[src/rtl/sic_exec_alu_pkg.sv]
// Shared types for the SIC integer execution slot.
// Contents: alu_op_t, wb_sel_t, cf_kind_t, the sic_info_t / sic_packet_t packet
// layout and the ECR status encodings (ECR_BUSY / ECR_OK / ECR_BAD).
// Packet field widths are fixed here; the slot's ID_WIDTH / ECR_ID_WIDTH
// parameters are expected to match PKT_ID_WIDTH / PKT_ECR_ID_WIDTH.
package sic_exec_alu_pkg;

  localparam int unsigned PKT_ID_WIDTH     = 8;
  localparam int unsigned PKT_ECR_ID_WIDTH = 1;

  typedef enum logic [3:0] {
    ALU_ADDU,
    ALU_SUBU,
    ALU_AND,
    ALU_OR,
    ALU_XOR,
    ALU_NOR,
    ALU_SLT,
    ALU_SLTU,
    ALU_SLL,
    ALU_SRL,
    ALU_SRA
  } alu_op_t;

  typedef enum logic [1:0] {
    WB_ALU,
    WB_LUI,
    WB_LINK
  } wb_sel_t;

  typedef enum logic [1:0] {
    CF_NONE,
    CF_JUMP_REG,
    CF_SYSCALL
  } cf_kind_t;

  // ECR lookup result
  localparam logic [1:0] ECR_BUSY = 2'b00;
  localparam logic [1:0] ECR_OK   = 2'b01;
  localparam logic [1:0] ECR_BAD  = 2'b10;

  typedef struct packed {
    logic        read_rs;
    logic        read_rt;
    logic        write_gpr;
    cf_kind_t    cf_kind;
    wb_sel_t     wb_sel;
    alu_op_t     alu_op;
    logic        use_imm;
    logic        imm_zext;
    logic [15:0] imm16;
  } sic_info_t;

  typedef struct packed {
    logic [31:0]                 pc;
    logic [PKT_ID_WIDTH-1:0]     issue_id;
    logic                        dep_ecr_valid;
    logic [PKT_ECR_ID_WIDTH-1:0] dep_ecr_id;
    sic_info_t                   info;
  } sic_packet_t;

endpackage

[src/rtl/sic_pkt_fifo.sv]
// Generic packet buffer for the SIC slot.
// Ports: clk, rst (async, active-high), flush (clears pointers), push/din,
// pop/dout (head, valid while !empty), full, empty.
// Pointers carry one extra wrap bit so full/empty are told apart without a counter.
// A push while full or a pop while empty is ignored.
module sic_pkt_fifo
  import sic_exec_alu_pkg::*;
#(
  parameter int unsigned DEPTH = 2
) (
  input  logic        clk,
  input  logic        rst,
  input  logic        flush,
  input  logic        push,
  input  sic_packet_t din,
  input  logic        pop,
  output sic_packet_t dout,
  output logic        full,
  output logic        empty
);

  localparam int unsigned AW = $clog2(DEPTH);

  logic [AW:0] wr_ptr_q, rd_ptr_q;
  sic_packet_t mem_q [DEPTH];
  logic        push_en, pop_en;

  assign full  = (wr_ptr_q[AW] != rd_ptr_q[AW]) && (wr_ptr_q[AW-1:0] == rd_ptr_q[AW-1:0]);
  assign empty = (wr_ptr_q == rd_ptr_q);

  assign push_en = push && !full;
  assign pop_en  = pop && !empty;

  assign dout = mem_q[rd_ptr_q[AW-1:0]];

  always_ff @(posedge clk) begin
    if (push_en) begin
      mem_q[wr_ptr_q[AW-1:0]] <= din;
    end
  end

  always_ff @(posedge clk or posedge rst) begin
    if (rst) begin
      wr_ptr_q <= '0;
      rd_ptr_q <= '0;
    end else if (flush) begin
      wr_ptr_q <= '0;
      rd_ptr_q <= '0;
    end else begin
      if (push_en) wr_ptr_q <= wr_ptr_q + 1'b1;
      if (pop_en)  rd_ptr_q <= rd_ptr_q + 1'b1;
    end
  end

endmodule

[src/rtl/sic_exec_alu.sv]
// SIC integer execution slot: LUI, LINK, JR and a reg/imm ALU.
// Packets are buffered in sic_pkt_fifo, then walked through
// IDLE -> OPERANDS -> EXECUTE -> WAIT_ECR -> COMMIT.
// Ports: clk, rst (async, active-high), flush; pkt_valid/pkt/pkt_ready ingress;
// rs/rt operand valid+data; ecr_read_en/addr/data speculation lookup;
// reg_wcommit/reg_wdata RF write; pc_redirect_* JR redirect; busy.
// Optional feature macro: SIC_EXEC_ALU_SHIFT_EN enables SLL/SRL/SRA. Without it,
// shift ops still flow through the FSM but never raise reg_wcommit.
module sic_exec_alu
  import sic_exec_alu_pkg::*;
#(
  parameter int unsigned SIC_ID       = 0,
  parameter int unsigned NUM_PHY_REGS = 64,
  parameter int unsigned ID_WIDTH     = 8,
  parameter int unsigned ECR_ID_WIDTH = 1,
  parameter int unsigned FIFO_DEPTH   = 2
) (
  input  logic                    clk,
  input  logic                    rst,
  input  logic                    flush,
  input  logic                    pkt_valid,
  input  sic_packet_t             pkt,
  output logic                    pkt_ready,
  input  logic                    rs_valid,
  input  logic                    rt_valid,
  input  logic [31:0]             rs_rdata,
  input  logic [31:0]             rt_rdata,
  output logic                    ecr_read_en,
  output logic [ECR_ID_WIDTH-1:0] ecr_read_addr,
  input  logic [1:0]              ecr_read_data,
  output logic                    reg_wcommit,
  output logic [31:0]             reg_wdata,
  output logic                    pc_redirect_valid,
  output logic [31:0]             pc_redirect_pc,
  output logic [ID_WIDTH-1:0]     pc_redirect_issue_id,
  output logic                    busy
);

  typedef enum logic [2:0] {
    StIdle,
    StOperands,
    StExecute,
    StWaitEcr,
    StCommit
  } state_t;

  state_t      state_q;
  sic_packet_t pkt_q;
  sic_packet_t fifo_dout;
  logic [31:0] rs_q, rt_q, result_q, jr_target_q;
  logic        fifo_full, fifo_empty, fifo_pop;
  logic        abort, operands_ready, shift_nop, commit_ok;
  logic [31:0] op_b, alu_res, wb_res;

  sic_pkt_fifo #(
    .DEPTH(FIFO_DEPTH)
  ) u_fifo (
    .clk  (clk),
    .rst  (rst),
    .flush(flush),
    .push (pkt_valid),
    .din  (pkt),
    .pop  (fifo_pop),
    .dout (fifo_dout),
    .full (fifo_full),
    .empty(fifo_empty)
  );

  assign pkt_ready = !fifo_full;
  assign fifo_pop  = (state_q == StIdle) && !fifo_empty;
  assign busy      = !fifo_empty || (state_q != StIdle);

  assign ecr_read_en   = pkt_q.dep_ecr_valid && (state_q != StIdle);
  assign ecr_read_addr = ECR_ID_WIDTH'(pkt_q.dep_ecr_id);
  // A mispredicted dependency kills the packet wherever it is in the pipeline
  assign abort         = ecr_read_en && (ecr_read_data == ECR_BAD);

  assign operands_ready = (!pkt_q.info.read_rs || rs_valid) && (!pkt_q.info.read_rt || rt_valid);

  // ALU datapath works on captured operands during EXECUTE
  always_comb begin
    op_b = rt_q;
    if (pkt_q.info.use_imm) begin
      op_b = pkt_q.info.imm_zext ? {16'h0000, pkt_q.info.imm16}
                                 : {{16{pkt_q.info.imm16[15]}}, pkt_q.info.imm16};
    end
  end

`ifdef SIC_EXEC_ALU_SHIFT_EN
  logic [4:0] shamt;
  assign shamt = pkt_q.info.imm16[10:6];
`endif

  always_comb begin
    alu_res = 32'h0;
    unique case (pkt_q.info.alu_op)
      ALU_ADDU: alu_res = rs_q + op_b;
      ALU_SUBU: alu_res = rs_q - op_b;
      ALU_AND:  alu_res = rs_q & op_b;
      ALU_OR:   alu_res = rs_q | op_b;
      ALU_XOR:  alu_res = rs_q ^ op_b;
      ALU_NOR:  alu_res = ~(rs_q | op_b);
      ALU_SLT:  alu_res = {31'h0, $signed(rs_q) < $signed(op_b)};
      ALU_SLTU: alu_res = {31'h0, rs_q < op_b};
`ifdef SIC_EXEC_ALU_SHIFT_EN
      ALU_SLL:  alu_res = rt_q << shamt;
      ALU_SRL:  alu_res = rt_q >> shamt;
      ALU_SRA:  alu_res = $unsigned($signed(rt_q) >>> shamt);
`endif
      default:  alu_res = 32'h0;
    endcase
  end

  always_comb begin
    wb_res = alu_res;
    unique case (pkt_q.info.wb_sel)
      WB_LUI:  wb_res = {pkt_q.info.imm16, 16'h0000};
      WB_LINK: wb_res = pkt_q.pc + 32'd4;
      default: wb_res = alu_res;
    endcase
  end

`ifdef SIC_EXEC_ALU_SHIFT_EN
  assign shift_nop = 1'b0;
`else
  // Without a shifter, shift ops complete as NOPs
  assign shift_nop = (pkt_q.info.wb_sel == WB_ALU) &&
                     (pkt_q.info.alu_op inside {ALU_SLL, ALU_SRL, ALU_SRA});
`endif

  always_ff @(posedge clk or posedge rst) begin
    if (rst) begin
      state_q     <= StIdle;
      pkt_q       <= '0;
      rs_q        <= 32'h0;
      rt_q        <= 32'h0;
      result_q    <= 32'h0;
      jr_target_q <= 32'h0;
    end else if (flush || abort) begin
      state_q <= StIdle;
    end else begin
      unique case (state_q)
        StIdle: begin
          if (!fifo_empty) begin
            pkt_q   <= fifo_dout;
            state_q <= StOperands;
          end
        end
        StOperands: begin
          if (operands_ready) begin
            rs_q    <= rs_rdata;
            rt_q    <= rt_rdata;
            state_q <= StExecute;
          end
        end
        StExecute: begin
          result_q <= wb_res;
          if (pkt_q.info.cf_kind == CF_JUMP_REG) jr_target_q <= rs_q;
          state_q <= StWaitEcr;
        end
        StWaitEcr: begin
          if (!pkt_q.dep_ecr_valid || (ecr_read_data == ECR_OK)) state_q <= StCommit;
        end
        StCommit: state_q <= StIdle;
        default:  state_q <= StIdle;
      endcase
    end
  end

  // Commit pulses come from registered state, gated by same-cycle kill sources
  assign commit_ok = (state_q == StCommit) && !abort && !flush && !rst;

  assign reg_wcommit          = commit_ok && pkt_q.info.write_gpr && !shift_nop;
  assign reg_wdata            = result_q;
  assign pc_redirect_valid    = commit_ok && (pkt_q.info.cf_kind == CF_JUMP_REG);
  assign pc_redirect_pc       = jr_target_q;
  assign pc_redirect_issue_id = ID_WIDTH'(pkt_q.issue_id);

`ifndef SYNTHESIS
  always_ff @(posedge clk) begin
    if (commit_ok && (pkt_q.info.cf_kind == CF_SYSCALL)) begin
      $display("sic_exec_alu[%0d] (%0d phys regs): SYSCALL at pc %h", SIC_ID, NUM_PHY_REGS,
               pkt_q.pc);
      $finish;
    end
  end
`endif

endmodule

[config.mk]
export PLATFORM = sky130hd
export DESIGN_NAME = sic_exec_alu
export DESIGN_NICKNAME = d
export VERILOG_FILES = /design/src/rtl/sic_exec_alu_pkg.sv /design/src/rtl/sic_pkt_fifo.sv /design/src/rtl/sic_exec_alu.sv
export SDC_FILE = /design/constraint.sdc
export NUM_CORES = 1
export LEC_CHECK = 0
export CORE_MARGIN = 5
export CORE_UTILIZATION = 45
export DETAILED_ROUTE_END_ITERATION = 10
export PLACE_DENSITY_LB_ADDON = 0.08
export SYNTH_ARGS = -nofsm -noshare
export SYNTH_HDL_FRONTEND = slang
export SYNTH_HIERARCHICAL = 1
export SYNTH_SLANG_ARGS = --single-unit
[constraint.sdc]
create_clock -name clk -period 18.8 [get_ports clk]
set_input_delay 2.82 -clock clk [delete_from_list [all_inputs] [get_ports clk]]
set_output_delay 2.82 -clock clk [all_outputs]
set_load 0.02 [all_outputs]
Word level (Yosys, flattened, before mapping)
Memory sizes are Yosys's and may differ from the RTL's. A register that Yosys moved wholly into a read port is not among the register bits. Cells that the tools add are included.

Memory bits (writable): 142. Output and inout bits: 78. Memories kept: 1. Bits in registers: 135. Word-level logic and storage cells: 101. Input port bits: 143. Latch bits: 0. Bits in read-only memories: 0.

Memory list: u_fifo.mem_q (words 2, width 71, rd ports 1, clocked after Yosys merged registers in 1, write ports 1, RTL line sic_pkt_fifo.sv:25) `sic_packet_t mem_q [DEPTH];`.

Reduce and logical (&&, ||, !) cells: 40. Magnitude comparators: 2. Bitwise gates (word level): 6. Multiplexer cells: 15. Shift-type cells: 0. Add/sub/neg operators: 5. Multiply operators: 0. Equal/unequal tests: 25. Div/mod/pow operators: 0.

Operator list (count): $pmux W32 S8 (1); $lt A32 B32 Y1 (2); $mux W32 (2); $pmux W32 S2 (1); $add A32 B3 Y32 const B (1); $add A32 B32 Y32 (1); $and A32 B32 Y32 (1); $not A32 Y32 (1); $or A32 B32 Y32 (1); $sub A32 B32 Y32 (1); $xor A32 B32 Y32 (1); $eq A4 B3 Y1 const B (4); $logic_and A1 B1 Y1 (14); $eq A4 B4 Y1 const B (3); $mux W3 (4); $pmux W3 S4 (1); $reduce_and A3 Y1 (4); $logic_not A1 Y1 (9); $eq A4 B2 Y1 const B (2); $mux W2 (4); $eq A2 B1 Y1 const B (3); $eq A3 B2 Y1 const B (2); $ne A3 B3 Y1 const B (2); $reduce_bool A3 Y1 (2); other kinds (17) (26).

Logic depth before layout (Yosys ltp)
Gate-level depths: netlist (run 1).

Word-level depth: 9. Mapped depth: 17. Mapped depth without buffers: 15.

By module
The synthesis (run 1) kept the hierarchy.

By module, submodules not included: sic_exec_alu (area an instance 14082.3 um2, instances 1, sequential area each 5054.8 um2, cells each 1539); sic_pkt_fifo (area an instance 5396.4 um2, instances 1, sequential area each 4364.2 um2, cells each 253).

Worst setup path after synthesis (run 1)
Ideal clock, no wire load.

Path kind: in2reg. From: in pkt_valid. To: mem u_fifo/mem_q[1][0] in the netlist's numbering, enable pin. Arrival time: 6.353 ns. Stages on the path: 2. Path buffers: 0. Setup slack: 11.923 ns. Cells stage by stage: nand2_1 > a21oi_1.

Longest elaborated chain between the ends: 3.

RTL lines: from (decl) (RTL line sic_exec_alu.sv:21) `input logic pkt_valid,`; $logic_and A1 B1 Y1 (RTL line sic_pkt_fifo.sv:31) `assign push_en = push && !full;`; $mux W1 (RTL line sic_pkt_fifo.sv:37) `if (push_en) begin`; $mux W1 (implied by the code) (RTL line sic_pkt_fifo.sv:38) `mem_q[wr_ptr_q[AW-1:0]] <= din;`; to (decl) (RTL line sic_pkt_fifo.sv:25).

Every way passes these cells.

Final worst setup path (run 1)
From: in flush. To: out reg_wcommit.

Longest elaborated chain between the ends: 5.

RTL lines: from (decl) (RTL line sic_exec_alu.sv:20) `input logic flush,`; $logic_not A1 Y1 (RTL line sic_exec_alu.sv:171) `assign commit_ok = (state_q == StCommit) && !abort && !flush && !rst;`; $logic_and A1 B1 Y1 (2 in series) (RTL line sic_exec_alu.sv:171); $logic_and A1 B1 Y1 (2 in series) (RTL line sic_exec_alu.sv:173) `assign reg_wcommit = commit_ok && pkt_q.info.write_gpr && !shift_nop;`; to (decl) (RTL line sic_exec_alu.sv:31) `output logic reg_wcommit,`.

Every way passes these cells.

==> reports/results.tsv, run 1 <==
stage	metric	value	unit
clock_tree	Clock Path Buffers	3	
timing	Setup Skew	12.3	ps
floorplanning	Core Rows	76	
routing	DR WL/cell	22.5	µm
synth	Mapped Area	0.0195	mm²
worst_setup_path	crit path kind	in2out	
routing	Routed WL	58400	µm
synth	Post-synth EDFFs	142	
synth	leading area contributor after synthesis	dfrtp_1	
floorplanning	io pins	221	
synth	adder-cell share of the synthesized area	0.0804	
worst_setup_path	largest fanout on the critical path	7	
clock_tree	postcts setup bufs	0	
worst_setup_path	CP max stage cell	clkdlybuf4s50_1	
clock_tree	Worst-path clk slew	50	ps
worst_setup_path	crit-path cells	clkdlybuf4s50_1 -> nor2_1 -> nand4_1 -> nor2_1 -> clkdlybuf4s50_1	
synth	average size of a mapped cell	10.9	µm²
power	PD cells	201	mW/mm²
routing	DR DRC count	0	
synth	Synth Area in XOR/XNOR	0.0260	
synth	ys async rst share	0.592	
routing	Via density	5.63	
global_route	gr usage total	0.243	
power	total power	4.73	mW
routing	antenna-violating nets left	0	
global_route	initial antenna violation count	4	
floorplanning	initial core utilization	0.453	
global_route	Congestion Overflow GR	0	
floorplanning	area of the core	0.0430	mm²
synth	Mapped Nets	2059	
clock_tree	maximum level of the CTS H-tree	2	
min_path	HP Class	reg2reg	
synth	Seq/Total Area, Yosys	0.484	
clock_tree	CTS buffer count	39	
routing	DRT Pass-1 Iters	5	
floorplanning	Die Wd	218	µm
synth	main combinational cell family by area after synthesis	compound AO/OA/AOI/OAI gates	
job	max_cap viols	0	
synth	Synth Warn #	6	
timing	fmax	137	MHz
timing	Slew HR	0.227	
power	P_leak	9.34	nW
final_layout	# fillers	3862	
synth	share of the synthesized area in the top cell type	0.265	
routing	Vias	14600	
clock_tree	CTS Hold Bufs	0	
timing	final hold violation count	0	
final_layout	commonest non-fill, non-tap cell in the layout	clkdlybuf4s50_1	
clock_tree	cts repair resizes	0	
place	Final HPWL DP	42500	µm
power	VDD IR-drop max	0.0789	mV
worst_setup_path	slowest stage delay, CP	610	ps
global_route	largest net degree at the start of global routing	81	
timing	final setup fails	0	
worst_setup_path	Worst EP arrival	4450	ps
synth	count of cell types in the netlist	81	
timing	unrepaired setup endpoints after global routing	false	
final_layout	commonest cells after routing, fill and taps aside	220 x clkdlybuf4s50_1, 204 x dfrtp_1, 196 x mux2_2	
final_layout	share of cells above drive strength 1	0.159	
place	Final Wtd Congestion	0.920	
timing	Worst-Margin Slew	1160	ps
synth	simple-gate share of the synthesized area	0.0911	
synth	post-synthesis register bit count	348	
place	Port Buffer Count	220	
timing	final count of pins violating max slew	0	
clock_tree	Root Buffer	clkbuf_16	
synth	Area contributors post-synth	dfrtp_1 26%, edfxtp_1 22%, mux2_2 11%	
status	run status	complete, no violations	
worst_setup_path	element type at the critical path start	primary input	
global_route	first-pass GRT wire length	89700	µm
clock_tree	worst skew pair latency	570	ps
synth	Synth Instances	1792	
synth	Post-synth top flop	dfrtp_1	
floorplanning	Die Ht	218	µm
timing	Tcrit/Tclk final	0.387	
clock_tree	clk sinks	348	
synth	mux share of post-synthesis cell area	0.124	
final_layout	area grow syn2layout	20.5	%
routing	Initial DRC Count	1131	
global_route	vias in the first global route	14700	
final_layout	final net count	2237	
clock_tree	TritonCTS clock tree	built	
timing	Final TNS setup	0	ps
floorplanning	Die Footprint	0.0475	mm²
timing	min Tclk post-route	7270	ps
synth	Synth Area in Compound Gates	0.150	
worst_setup_path	element type at the critical path end	primary output	
worst_setup_path	CP required	15980	ps
-- critical path, delay by kind of cell --
family                 cells  cell delay [ps]
buffers and inverters      2             1200
and+or+nand+nor            3              430
-- worst paths after layout --
kind | startpoint | endpoint | slack (ps) | cells past startpoint
max | flush | reg_wcommit | 11530 | 5
min | pc_redirect_pc[10] | pc_redirect_pc[10] | 500 | 1
max reg2reg | pkt_q[17] | reg_wdata[28] | 14220 | 14
min reg2reg | pc_redirect_pc[10] | pc_redirect_pc[10] | 500 | 1
max in group asynchronous | rst | rt_q[21] | 14640 | 3
min in group asynchronous | rst | u_fifo/wr_ptr_q[1] | 2620 | 2
-- cells by family (layout without fill, tap and decap cells) --
group                    after synthesis  after routing
adder cells (fa/ha/maj)              124            124
flip-flops                           348            348
buffers and inverters                219            427
multiplexers                         216            216
other                                  0              3
XOR/XNOR                              57             57
AO/OA/AOI/OAI                        442            442
AND/OR/NAND/NOR                      386            386
-- Yosys cell counts, drive strengths merged (30+ instances only) --
| library cell | instances |
|---|---|
| a21oi | 121 |
| a221oi | 30 |
| buf | 37 |
| clkbuf | 67 |
| dfrtp | 206 |
| edfxtp | 142 |
| ha | 122 |
| inv | 115 |
| mux2 | 197 |
| nand2 | 137 |
| nor2 | 113 |
| o21ai | 118 |
| xnor2 | 40 |
-- power by group --
group / total, mW / leakage (nW) / switching (mW) / internal, mW
combinational: 2.70 / 4.87 / 1.65 / 1.05
clock: 0.749 / 0.615 / 0.319 / 0.430
sequential: 1.27 / 3.86 / 0.229 / 1.04
-- flip-flops by register name (all words and copies together), names as in the netlist --
register / flops
ecr_read_addr: 1
pc_redirect_issue_id: 8
pc_redirect_pc: 32
pkt_q: 62
reg_wdata: 32
rs_q: 32
rt_q: 32
state_q: 3
u_fifo/mem_q: 142
u_fifo/rd_ptr_q: 2
u_fifo/wr_ptr_q: 2
-- metrics by stage --
stage | setup WS [ps] | instances | area, µm² | utilization | hold WS, ps
2_1_floorplan | 10470 | 1792 | 19500 | - | 472
6_report | 11530 | 2588 | 23500 | 0.546 | 504
4_1_cts | 11520 | 2585 | 23500 | 0.546 | 507
3_5_place_dp | 11530 | 2514 | 22200 | 0.517 | 494
5_1_grt | 11350 | 2585 | 23500 | 0.546 | 522
3_3_place_gp | 11530 | 2514 | 22200 | 0.517 | 489
-- per-layer routing --
metal	share of wire	GRT usage	wire length [µm]	up-vias
li1	-	-	-	6824
met1	0.46	0.355	27100	7175
met2	0.44	0.376	26000	473
met3	0.064	0.0428	3710	101
met4	0.027	0.0662	1590	4
met5	0.00043	0	25	-
-- cell type report --
type,instances,area (µm²),area share
sequential,348,9420,0.401
multi-input combinational,1225,9250,0.394
timing repair buffer,241,2360,0.101
clock buffer,52,1060,0.0454
tap,585,732,0.0312
inverter,115,439,0.0187
clock inverter,19,196,0.00837
antenna,3,7.51,0.000320
(Power assumes the default switching activity.)
==> run 2, diff against run 1 <==
clock period = 6.65 ns   (was 18.8 ns; I/O delays follow)
==> reports/results.tsv, run 2 (synthesized netlist as in run 1, its figures left out) <==
stage	metric	value	unit	change
routing	DR DRC count	0		unchanged
timing	min Tclk post-route	4850	ps	
timing	Tcrit/Tclk final	0.729		
routing	antenna-violating nets left	0		unchanged
final_layout	commonest cells after routing, fill and taps aside	220 x clkdlybuf4s50_1, 204 x dfrtp_1, 196 x mux2_2		unchanged
clock_tree	maximum level of the CTS H-tree	2		unchanged
floorplanning	Core Rows	76		unchanged
power	P_leak	9.35	nW	was 9.34 nW
min_path	WHS Path Cells	1		unchanged
clock_tree	postcts setup bufs	0		unchanged
place	area post-placement	0.0222	mm²	about the same
power	PD cells	575	mW/mm²	was 201 mW/mm²
clock_tree	Worst-path clk slew	60	ps	was 50 ps
global_route	largest net degree at the start of global routing	99		was 81
timing	PnR worst setup slack	1800	ps	was 11530 ps
global_route	first-pass GRT wire length	92700	µm	was 89700 µm
final_layout	register area	0.00942	mm²	unchanged
final_layout	max FFs per register	142		unchanged
power	VDD IR-drop max	0.269	mV	was 0.0789 mV
routing	Vias	14700		was 14.6k
routing	Via density	5.67		was 5.63
clock_tree	Root Buffer	clkbuf_16		unchanged
worst_setup_path	largest fanout on the critical path	18		was 7
floorplanning	Die Footprint	0.0475	mm²	unchanged
timing	final hold violation count	0		unchanged
worst_setup_path	crit path kind	reg2reg		was in2out
timing	final count of pins violating max slew	0		unchanged
timing	unrepaired setup endpoints after global routing	false		unchanged
final_layout	multi-input logic area	0.00925	mm²	unchanged
place	Final HPWL DP	44200	µm	was 42500 µm
status	run status	complete, no violations		unchanged
worst_setup_path	element type at the critical path end	flip-flop		was primary output
routing	Initial DRC Count	1105		was 1131
clock_tree	CTS Hold Bufs	0		unchanged
worst_setup_path	R2R depth	14		unchanged
timing	Final TNS setup	0	ps	unchanged
timing	Worst-Margin Slew	1110	ps	was 1160 ps
floorplanning	Die Ht	218	µm	unchanged
global_route	gr usage total	0.254		was 0.243
final_layout	area grow syn2layout	20.6	%	was 20.5%
routing	DRT Pass-1 Iters	5		unchanged
clock_tree	TritonCTS clock tree	built		unchanged
worst_setup_path	element type at the critical path start	flip-flop		was primary input
routing	Routed WL	61000	µm	was 58400 µm
final_layout	commonest non-fill, non-tap cell in the layout	clkdlybuf4s50_1		unchanged
place	post-place setup slack	1850	ps	was 11530 ps
place	Final Wtd Congestion	0.947		was 0.920
clock_tree	worst skew pair latency	580	ps	was 570 ps
job	max_cap viols	0		unchanged
final_layout	share of cells above drive strength 1	0.157		was 0.159
timing	hold slack	502	ps	was 504 ps
floorplanning	io pins	221		unchanged
floorplanning	Die Wd	218	µm	unchanged
clock_tree	CTS buffer count	40		was 39
clock_tree	clk sinks	348		unchanged
worst_setup_path	Worst EP arrival	5290	ps	was 4450 ps
routing	DR WL/cell	23.6	µm	was 22.5 µm
final_layout	final net count	2237		unchanged
timing	Slew HR	0.256		was 0.227
timing	final setup fails	0		unchanged
floorplanning	area of the core	0.0430	mm²	unchanged
global_route	Congestion Overflow GR	0		unchanged
clock_tree	cts repair resizes	0		unchanged
timing	fmax	206	MHz	
global_route	initial antenna violation count	3		was 4
place	Port Buffer Count	220		unchanged
clock_tree	Clock Path Buffers	3		unchanged
timing	Setup Skew	25.9	ps	was 12.3 ps
worst_setup_path	CP required	7090	ps	was 15980 ps
global_route	vias in the first global route	15200		was 14.7k
min_path	HP Class	reg2reg		unchanged
final_layout	Final Cell Area	0.0235	mm²	about the same
final_layout	# fillers	3814		was 3862
floorplanning	initial core utilization	0.453		unchanged
[run 2: changes by cell type in the layout (fill, tap and decap cells not counted), sizes merged]
cell / delta
diode: -2
clkinv: -2
inv: +1
clkbuf: +4
buf: -1
clkinvlp: -2
[run 2: worst max-delay path, stage by stage, from the launching register on]
cell and delay (ps):
dfrtp_1 1050, buf_4 420, o21a_1 180, inv_1 60, ha_1 460, nor4_1 660
nand2_1 150, a2111oi_2 290, a21oi_1 130, o311a_1 180, a311oi_2 390, nor2_1 160
and4_4 210, o31ai_1 210, o211ai_1 120
[run 2: path summary, 6_finish.rpt]
kind	from	endpoint	slack, ps
max	pkt_q[17]	reg_wdata[28]	1800
min	pc_redirect_issue_id[6]	pc_redirect_issue_id[6]	500
max reg2reg	pkt_q[17]	reg_wdata[28]	1800
min reg2reg	pc_redirect_issue_id[6]	pc_redirect_issue_id[6]	500
max in group asynchronous	rst	pkt_q[18]	4260
min in group asynchronous	rst	u_fifo/wr_ptr_q[0]	810
[run 2: layout make-up]
cell class	instances	area share
Sequential cell	348	0.401
Multi-Input combinational cell	1225	0.394
Timing Repair Buffer	240	0.100
Clock buffer	56	0.0473
Tap cell	585	0.0312
Inverter	115	0.0187
Clock inverter	16	0.00772
Antenna cell	1	0.000107
[run 2: layer usage]
metal,global-route usage,share of wire,vias up,routed length [µm]
met5,0,0.00034,-,21
met4,0.100,0.041,4,2510
met3,0.0614,0.073,116,4460
met2,0.385,0.44,491,26700
met1,0.355,0.45,7241,27300
li1,-,-,6822,-
[run 2: per-stage QoR]
step	utilization	instances	power, mW
finish	0.547	2586	13.5
global route	0.547	2585	14.4
CTS	0.547	2585	13.5
detailed placement	0.517	2513	11.2
global placement	0.517	2513	11.2
floorplan	-	1792	8.65
[run 2: power by group]
part           total, mW  switching (mW)  internal (mW)
clock               2.17           0.917           1.26
combinational       7.56            4.58           2.98
sequential          3.76           0.818           2.95
total               13.5            6.32           7.18
